**src/rtl/booth16_pp_gen.sv**
```systemverilog
// booth16_pp_gen: sequential radix-16 Booth recoder and partial-product
// generator. It latches a signed A/B pair, precomputes 3A/5A/7A, then emits
// one signed partial product per handshake, least-significant digit first.
module booth16_pp_gen #(
    parameter int N = 8
) (
    input  logic         clk,
    input  logic         rst_n,
    input  logic         start,
    input  logic [N-1:0] a_in,
    input  logic [N-1:0] b_in,
    output logic         busy,
    output logic         pp_valid,
    input  logic         pp_ready,
    output logic [N+3:0] pp_data,
    output logic [4:0]   pp_digit,
    output logic         pp_last
);

    localparam int D  = N / 4;
    localparam int IW = (D > 1) ? $clog2(D) : 1;
    localparam int W  = N + 4;

    typedef enum logic [1:0] {IDLE, PRECOMP, SCAN} state_t;

    state_t          state;
    logic [IW-1:0]   idx;
    logic [N-1:0]    a_reg;
    logic [N-1:0]    b_reg;
    logic [W-1:0]    m3;
    logic [W-1:0]    m5;
    logic [W-1:0]    m7;

    logic [W-1:0]    a_ext;
    logic [N:0]      b_ext;
    logic [4:0]      win;
    logic [4:0]      digit;
    logic [4:0]      neg_digit;
    logic [3:0]      mag;
    logic [W-1:0]    sel;
    logic [W-1:0]    prod;
    logic            at_last;

    // Control FSM, operand latch and hard-multiple precompute.
    always_ff @(posedge clk) begin
        if (!rst_n) begin
            state <= IDLE;
            idx   <= '0;
            a_reg <= '0;
            b_reg <= '0;
            m3    <= '0;
            m5    <= '0;
            m7    <= '0;
        end else begin
            case (state)
                IDLE: begin
                    if (start) begin
                        a_reg <= a_in;
                        b_reg <= b_in;
                        state <= PRECOMP;
                    end
                end
                PRECOMP: begin
                    m3    <= a_ext + (a_ext << 1);
                    m5    <= a_ext + (a_ext << 2);
                    m7    <= (a_ext << 3) - a_ext;
                    idx   <= '0;
                    state <= SCAN;
                end
                SCAN: begin
                    if (pp_ready) begin
                        if (at_last) state <= IDLE;
                        else         idx   <= idx + IW'(1);
                    end
                end
                default: state <= IDLE;
            endcase
        end
    end

    // Booth recoding of the current digit and signed multiple selection.
    always_comb begin
        a_ext     = {{4{a_reg[N-1]}}, a_reg};
        b_ext     = {b_reg, 1'b0};
        win       = b_ext[{idx, 2'b00} +: 5];
        // window value = signed top nibble plus the borrowed lower bit
        digit     = {win[4], win[4:1]} + {4'b0000, win[0]};
        neg_digit = '0 - digit;
        mag       = digit[4] ? neg_digit[3:0] : digit[3:0];
        at_last   = (idx == IW'(D - 1));
        case (mag)
            4'd1:    sel = a_ext;
            4'd2:    sel = a_ext << 1;
            4'd3:    sel = m3;
            4'd4:    sel = a_ext << 2;
            4'd5:    sel = m5;
            4'd6:    sel = m3 << 1;
            4'd7:    sel = m7;
            4'd8:    sel = a_ext << 3;
            default: sel = '0;
        endcase
        prod      = digit[4] ? ('0 - sel) : sel;
        busy      = (state != IDLE);
        pp_valid  = (state == SCAN);
        pp_data   = pp_valid ? prod : '0;
        pp_digit  = pp_valid ? digit : '0;
        pp_last   = pp_valid & at_last;
    end

endmodule
```
**config.mk**
```make
export PLATFORM = sky130hd
export DESIGN_NAME = booth16_pp_gen
export DESIGN_NICKNAME = d
export VERILOG_FILES = /design/src/rtl/booth16_pp_gen.sv
export SDC_FILE = /design/constraint.sdc
export NUM_CORES = 1
export LEC_CHECK = 0
export CORE_ASPECT_RATIO = 1.75
export CORE_UTILIZATION = 30
export CTS_CLUSTER_DIAMETER = 30
export DETAILED_ROUTE_END_ITERATION = 16
export DONT_BUFFER_PORTS = 1
export GPL_TIMING_DRIVEN = 0
export HOLD_SLACK_MARGIN = 0.08
export PLACE_DENSITY = 0.46
export SYNTH_ARGS = -nofsm -noshare
export SYNTH_HDL_FRONTEND = slang
export SYNTH_SLANG_ARGS = --single-unit
```
**constraint.sdc**
```tcl
create_clock -name clk -period 8.9 [get_ports clk]
set_input_delay 1.78 -clock clk [delete_from_list [all_inputs] [get_ports clk]]
set_output_delay 1.78 -clock clk [all_outputs]
set_load 0.005 [all_outputs]
```
# Word level (Yosys, flattened, before mapping)
# Cells that the tools add are included.
[classes]
n_addsub = 7
n_eq_ne = 13
shift = 1
n_mux = 12
n_bitwise = 1
reduce_logical = 6
[op_table]
columns = ["cell", "count"]
rows = [
  ["$pmux W12 S8", 1],
  ["$mux W12", 2],
  ["$eq A4 B3 Y1 const B", 4],
  ["$sub A1 B12 Y12 const A", 1],
  ["$sub A11 B8 Y12", 1],
  ["$add A8 B10 Y11", 1],
  ["$add A8 B9 Y10", 1],
  ["$shiftx A9 B4 Y5", 1],
  ["$eq A4 B2 Y1 const B", 2],
  ["$mux W2", 3],
  ["$pmux W2 S3", 1],
  ["$add A4 B2 Y5", 1],
  ["$mux W5", 1],
  ["$eq A4 B1 Y1 const B", 1],
  ["$eq A4 B4 Y1 const B", 1],
  ["$mux W4", 1],
  ["$ne A2 B1 Y1 const B", 2],
  ["$reduce_and A2 Y1", 2],
  ["$reduce_bool A2 Y1", 2],
  ["$sub A1 B4 Y4 const A", 1],
  ["$reduce_and A3 Y1", 1],
  ["$eq A2 B1 Y1 const B", 1],
  ["$eq A2 B2 Y1 const B", 1],
  ["$logic_not A2 Y1", 1],
  ["other kinds (5)", 6],
]
[totals]
ff_bits = 55
input_bits = 20
output_inout_bits = 20
wordCells = 47

# Depth between registers and ports, before layout
[logic_depth]
depth_word = 9
ltp_mapped = 18

# Worst setup path before layout
# Ideal clock, no wire load.
[synth_timing]
kind = "register -> output"
from = "register idx (netlist: at_last)"
to = "output port pp_data[10]"
arrival_ns = 3.973
setup_slack_ns = 3.147
stages_incl_launch_ff = 18
n_path_buf = 3
path_cell_list = "dfxtp_1 -> buf_4 -> mux2_2 -> ha_1 -> ha_1 -> inv_1 -> ha_1 -> clkbuf_1 -> nor3_2 -> nor2_1 -> buf_2 -> a221oi_1 -> o22a_1 -> ha_1 -> inv_1 -> nor4_2 -> a21oi_1 -> mux2i_1"
[synth_via]
elab_chain_len = 9
elab_cells_between_ends = 16
classes_between = "3 x add/sub; 8 x eq/ne; 1 x shift; 4 x mux"
[synth_lines]
columns = ["element", "line_no", "source"]
rows = [
  ["from (decl)", "27", "logic [IW-1:0] idx;"],
  ["from (signal assigned)", "73", "else idx <= idx + IW'(1);"],
  ["$shiftx A9 B4 Y5 (*)", "85", "win = b_ext[{idx, 2'b00} +: 5];"],
  ["$add A4 B2 Y5 (*)", "87", "digit = {win[4], win[4:1]} + {4'b0000, win[0]};"],
  ["$sub A1 B4 Y4", "88", "neg_digit = '0 - digit;"],
  ["$mux W4", "89", "mag = digit[4] ? neg_digit[3:0] : digit[3:0];"],
  ["$eq A4 B4 Y1, or another cell as far along", "91", "case (mag)"],
  ["$pmux W12 S8", "91", ""],
  ["$sub A1 B12 Y12", "102", "prod = digit[4] ? ('0 - sel) : sel;"],
  ["$mux W12 (*)", "102", ""],
  ["$mux W12 (*)", "105", "pp_data = pp_valid ? prod : '0;"],
  ["to (decl)", "15", "output logic [N+3:0] pp_data,"],
]
# Every way passes the cells marked *; elsewhere a longest branch is shown, timed or not.

# Worst setup path in the final report
# Same ends and word-level chain as after synthesis.

==> flow_results.xml <==
<?xml version="1.0" encoding="UTF-8"?>
<metrics>
  <group name="logic_synthesis">
    <metric name="number_of_enable_type_register_cells_in_the_synthesized_netlist" unit="">0</metric>
    <metric name="fraction_of_the_yosys_area_taken_by_sequential_cells" unit="%">23.8</metric>
    <metric name="ys.flop_type" unit="">sky130_fd_sc_hd__dfxtp_1</metric>
    <metric name="synthesis.area" unit="µm²">4040</metric>
    <metric name="postSynth.asyncResetShare" unit="%">0</metric>
    <metric name="synth_fa_ha_area_share" unit="%">9.67</metric>
    <metric name="synth-warning-count" unit="">0</metric>
    <metric name="synth_top_family_by_area" unit="">compound AO/OA/AOI/OAI gates</metric>
    <metric name="synth.distinct_cells" unit="">73</metric>
    <metric name="synth_compound_area_share" unit="%">28.0</metric>
    <metric name="post_synth_xor_area_fraction" unit="%">4.46</metric>
    <metric name="synth_area_leaders" unit="">sky130_fd_sc_hd__dfxtp_1 (24%), sky130_fd_sc_hd__ha_1 (8.7%), sky130_fd_sc_hd__nand2_1 (8.3%)</metric>
    <metric name="syn_inst" unit="">520</metric>
    <metric name="ys_seq_elements" unit="">48</metric>
    <metric name="synth_simple_gate_area_share" unit="%">24.6</metric>
    <metric name="muxShareOfSynthArea" unit="%">3.44</metric>
    <metric name="synth.top_cell.area_share" unit="%">23.8</metric>
    <metric name="post_synth_net_total" unit="">570</metric>
    <metric name="post_synth.cell_area_avg" unit="µm²">7.77</metric>
    <metric name="synth_largest_area_cell" unit="">sky130_fd_sc_hd__dfxtp_1</metric>
  </group>
  <group name="grt">
    <metric name="first_global_vias" unit="">3745</metric>
    <metric name="grt_max_degree" unit="">14</metric>
    <metric name="initial_antenna_violation_count" unit="">0</metric>
    <metric name="gr-usage-met2" unit="%">35.6</metric>
    <metric name="groute.layer.met1.usage" unit="%">18.7</metric>
    <metric name="grt_first_pass_wirelength" unit="µm">19900</metric>
    <metric name="gr-usage-all-layers" unit="%">18.2</metric>
    <metric name="global_route.usage.met3" unit="%">1.81</metric>
    <metric name="grt.busiest_layer" unit="">met2</metric>
    <metric name="grt_total_ovfl" unit="">0</metric>
  </group>
  <group name="critical_path">
    <metric name="worstSetupStartpointType" unit="">flip-flop</metric>
    <metric name="worst-endpoint-required" unit="ns">7.12</metric>
    <metric name="cp.arrival" unit="ns">5.10</metric>
    <metric name="timing.critical_path.to_type" unit="">output pin</metric>
    <metric name="critical_path_peak_fanout" unit="">10</metric>
    <metric name="critical_path_start_end_classification" unit="">reg -&gt; out</metric>
  </group>
  <group name="timing">
    <metric name="final_max_slew_viols" unit="">0</metric>
    <metric name="slew_headroom" unit="%">42.1</metric>
    <metric name="finalHoldWorstSlack" unit="ns">0.477</metric>
    <metric name="timing.final.crit_period" unit="ns">6.88</metric>
    <metric name="worst-slew-pin-transition" unit="ns">0.847</metric>
    <metric name="grt_setup_unrepaired" unit="">no</metric>
    <metric name="totalNegativeSetupSlack" unit="ns">0</metric>
    <metric name="timing.final.hold_violations" unit="">0</metric>
    <metric name="final.setup_skew" unit="ns">0.00665</metric>
    <metric name="post-route-period-util" unit="%">77.3</metric>
    <metric name="report.final.setup_viol" unit="">0</metric>
    <metric name="clock.fmax" unit="MHz">145</metric>
  </group>
  <group name="drt">
    <metric name="postRouteAntennaNets" unit="">0</metric>
    <metric name="routed_via_density" unit="">5.28</metric>
    <metric name="routed_wl" unit="µm">12300</metric>
    <metric name="initialDrtViolationCount" unit="">183</metric>
    <metric name="drt_pre_antenna_iters" unit="">5</metric>
    <metric name="route.detailed.wl_per_inst" unit="µm">17.6</metric>
    <metric name="num_vias" unit="">3687</metric>
    <metric name="drt_drc_violations_left" unit="">0</metric>
  </group>
  <group name="final_layout">
    <metric name="final.fill_count" unit="">1415</metric>
    <metric name="post-route-util" unit="%">33.7</metric>
    <metric name="fin_nets" unit="">577</metric>
    <metric name="layout_top_registers" unit="">m3 x10, m7 x10, m5 x9</metric>
    <metric name="finalNonFillerCells" unit="">698</metric>
    <metric name="antenna_cells_inserted" unit="">0</metric>
    <metric name="area.growth.synth_to_final" unit="%">8.61</metric>
    <metric name="drive_above_1_share" unit="%">6.83</metric>
  </group>
  <group name="clock_tree">
    <metric name="cts-htree-levels" unit="">2</metric>
    <metric name="cts_buffers" unit="">5</metric>
    <metric name="clk_latency" unit="ns">0.29</metric>
    <metric name="cts_repair_resize_count" unit="">0</metric>
    <metric name="numClockSinks" unit="">48</metric>
    <metric name="clk_transition_reported_paths" unit="ns">0.07</metric>
    <metric name="post-cts-setup-buffer-count" unit="">0</metric>
    <metric name="clockRootBuffer" unit="">sky130_fd_sc_hd__clkbuf_16</metric>
    <metric name="cts-root-to-sink-buffers" unit="">2</metric>
    <metric name="cts_hold_buffers" unit="">0</metric>
    <metric name="cts_tree" unit="">yes</metric>
  </group>
  <group name="placement">
    <metric name="numPortBuffers" unit="">0</metric>
    <metric name="dp_hpwl" unit="µm">10000</metric>
    <metric name="gp_congestion" unit="">0.902</metric>
    <metric name="dp.cells" unit="">691</metric>
  </group>
  <group name="floorplanning">
    <metric name="fp.dieArea" unit="µm²">13900</metric>
    <metric name="chipWidth" unit="µm">89.7</metric>
    <metric name="initial_util" unit="%">31.1</metric>
    <metric name="placeableCoreArea" unit="µm²">13000</metric>
    <metric name="num_io_pins" unit="">40</metric>
    <metric name="rows" unit="">55</metric>
    <metric name="die_height" unit="µm">155</metric>
  </group>
  <group name="power">
    <metric name="power-per-cell-area" unit="nW/µm²">141</metric>
    <metric name="ir_worst_vdd" unit="V">0.0000691</metric>
    <metric name="power_leakage" unit="µW">0.00166</metric>
  </group>
  <group name="hold_path">
    <metric name="hp-class" unit="">reg -&gt; reg</metric>
  </group>
  <group name="outcome">
    <metric name="outcome" unit="">complete, no violations</metric>
  </group>
  <group name="flow_run">
    <metric name="maxCapViolCount" unit="">0</metric>
  </group>
</metrics>
## layer usage
metal / routed length [µm] / vias to the layer above / share of wire (%)
met4: 456 / 0 / 3.7
met5: 0 / - / 0
met2: 6740 / 74 / 55
li1: - / 1884 / -
met1: 4810 / 1704 / 39
met3: 296 / 25 / 2.4
## critical path, stage by stage (launching register included)
cell,delay (ns)
sky130_fd_sc_hd__dfxtp_1,0.47
sky130_fd_sc_hd__buf_4,0.23
sky130_fd_sc_hd__mux2_2,0.35
sky130_fd_sc_hd__ha_1,0.21
sky130_fd_sc_hd__ha_1,0.41
sky130_fd_sc_hd__inv_1,0.13
sky130_fd_sc_hd__ha_1,0.22
sky130_fd_sc_hd__clkbuf_1,0.22
sky130_fd_sc_hd__nor3_2,0.48
sky130_fd_sc_hd__nor2_1,0.13
sky130_fd_sc_hd__buf_2,0.22
sky130_fd_sc_hd__a221oi_1,0.38
sky130_fd_sc_hd__o22a_1,0.21
sky130_fd_sc_hd__ha_1,0.17
sky130_fd_sc_hd__inv_1,0.07
sky130_fd_sc_hd__nor4_2,0.51
sky130_fd_sc_hd__a21oi_1,0.17
sky130_fd_sc_hd__mux2i_1,0.22
## cells by family (layout without fill, tap and decap cells)
family,after synthesis,in the layout
adders and majority gates,30,30
xor gates and xnor gates,18,18
muxes,11,11
AOI/OAI and AO/OA,155,155
buffers and inverters,61,68
and+or+nand+nor,197,197
DFF,48,48
## worst paths after layout
| path | from | to | slack (ns) | cells after the start |
|---|---|---|---|---|
| hold / removal | b_reg[0]$_SDFFE_PN0P_ | b_reg[0]$_SDFFE_PN0P_ | 0.48 | 2 |
| setup / recovery | at_last$_SDFFE_PN0P_ | pp_data[10] | 2.02 | 17 |
| hold reg to reg | b_reg[0]$_SDFFE_PN0P_ | b_reg[0]$_SDFFE_PN0P_ | 0.48 | 2 |
| setup reg to reg | a_reg[1]$_SDFFE_PN0P_ | m7[11]$_SDFFE_PN0P_ | 5.77 | 12 |
## layout make-up
class	count	area, µm²	share of cell area [%]
multi-input combinational	411	2830	64.6
sequential	48	961	21.9
tap	171	214	4.88
buffer	36	151	3.45
clock buffer	6	129	2.94
inverter	25	93.8	2.14
clock inverter	1	5.00	0.114
## power breakdown
part           internal [µW]  total [µW]  switching [µW]
clock                    102         181            78.6
sequential               229         247            17.5
combinational           75.0         192             116
## layout by cell type (no fill, tap or decap), types with 5 or more instances in the layout
cell,netlist,final
sky130_fd_sc_hd__a211o_1,5,5
sky130_fd_sc_hd__a21boi_0,31,31
sky130_fd_sc_hd__a21oi_1,20,20
sky130_fd_sc_hd__a222oi_1,10,10
sky130_fd_sc_hd__a22oi_1,11,11
sky130_fd_sc_hd__and2_1,13,13
sky130_fd_sc_hd__buf_2,7,7
sky130_fd_sc_hd__clkbuf_1,27,28
sky130_fd_sc_hd__clkbuf_16,0,5
sky130_fd_sc_hd__dfxtp_1,48,48
sky130_fd_sc_hd__ha_1,28,28
sky130_fd_sc_hd__inv_1,24,24
sky130_fd_sc_hd__nand2_1,89,89
sky130_fd_sc_hd__nand2b_1,8,8
sky130_fd_sc_hd__nand3_1,7,7
sky130_fd_sc_hd__nand4_1,6,6
sky130_fd_sc_hd__nor2_1,32,32
sky130_fd_sc_hd__nor2b_1,7,7
sky130_fd_sc_hd__nor3_1,6,6
sky130_fd_sc_hd__o211a_1,6,6
sky130_fd_sc_hd__o211ai_1,7,7
sky130_fd_sc_hd__o21ai_0,25,25
sky130_fd_sc_hd__or3_1,5,5
sky130_fd_sc_hd__xnor2_1,11,11
## stage by stage
step	power [µW]	worst slack, ns	area [µm²]
2_1_floorplan	391	3.15	4040
3_3_place_gp	441	2.44	4250
3_5_place_dp	444	2.38	4250
4_1_cts	629	2.03	4390
5_1_grt	658	1.60	4390
6_report	619	2.02	4390
## cells in the mapped netlist, types with 7 or more instances
| library cell | instances |
|---|---|
| sky130_fd_sc_hd__nand3_1 | 7 |
| sky130_fd_sc_hd__nand2b_1 | 8 |
| sky130_fd_sc_hd__ha_1 | 28 |
| sky130_fd_sc_hd__xnor2_1 | 11 |
| sky130_fd_sc_hd__nor2b_1 | 7 |
| sky130_fd_sc_hd__dfxtp_1 | 48 |
| sky130_fd_sc_hd__a21boi_0 | 31 |
| sky130_fd_sc_hd__clkbuf_1 | 27 |
| sky130_fd_sc_hd__inv_1 | 24 |
| sky130_fd_sc_hd__a22oi_1 | 11 |
| sky130_fd_sc_hd__o21ai_0 | 25 |
| sky130_fd_sc_hd__a222oi_1 | 10 |
| sky130_fd_sc_hd__nor2_1 | 32 |
| sky130_fd_sc_hd__nand2_1 | 89 |
| sky130_fd_sc_hd__a21oi_1 | 20 |
| sky130_fd_sc_hd__and2_1 | 13 |
| sky130_fd_sc_hd__o211ai_1 | 7 |
| sky130_fd_sc_hd__buf_2 | 7 |
Power figures use the tool's default switching activity.
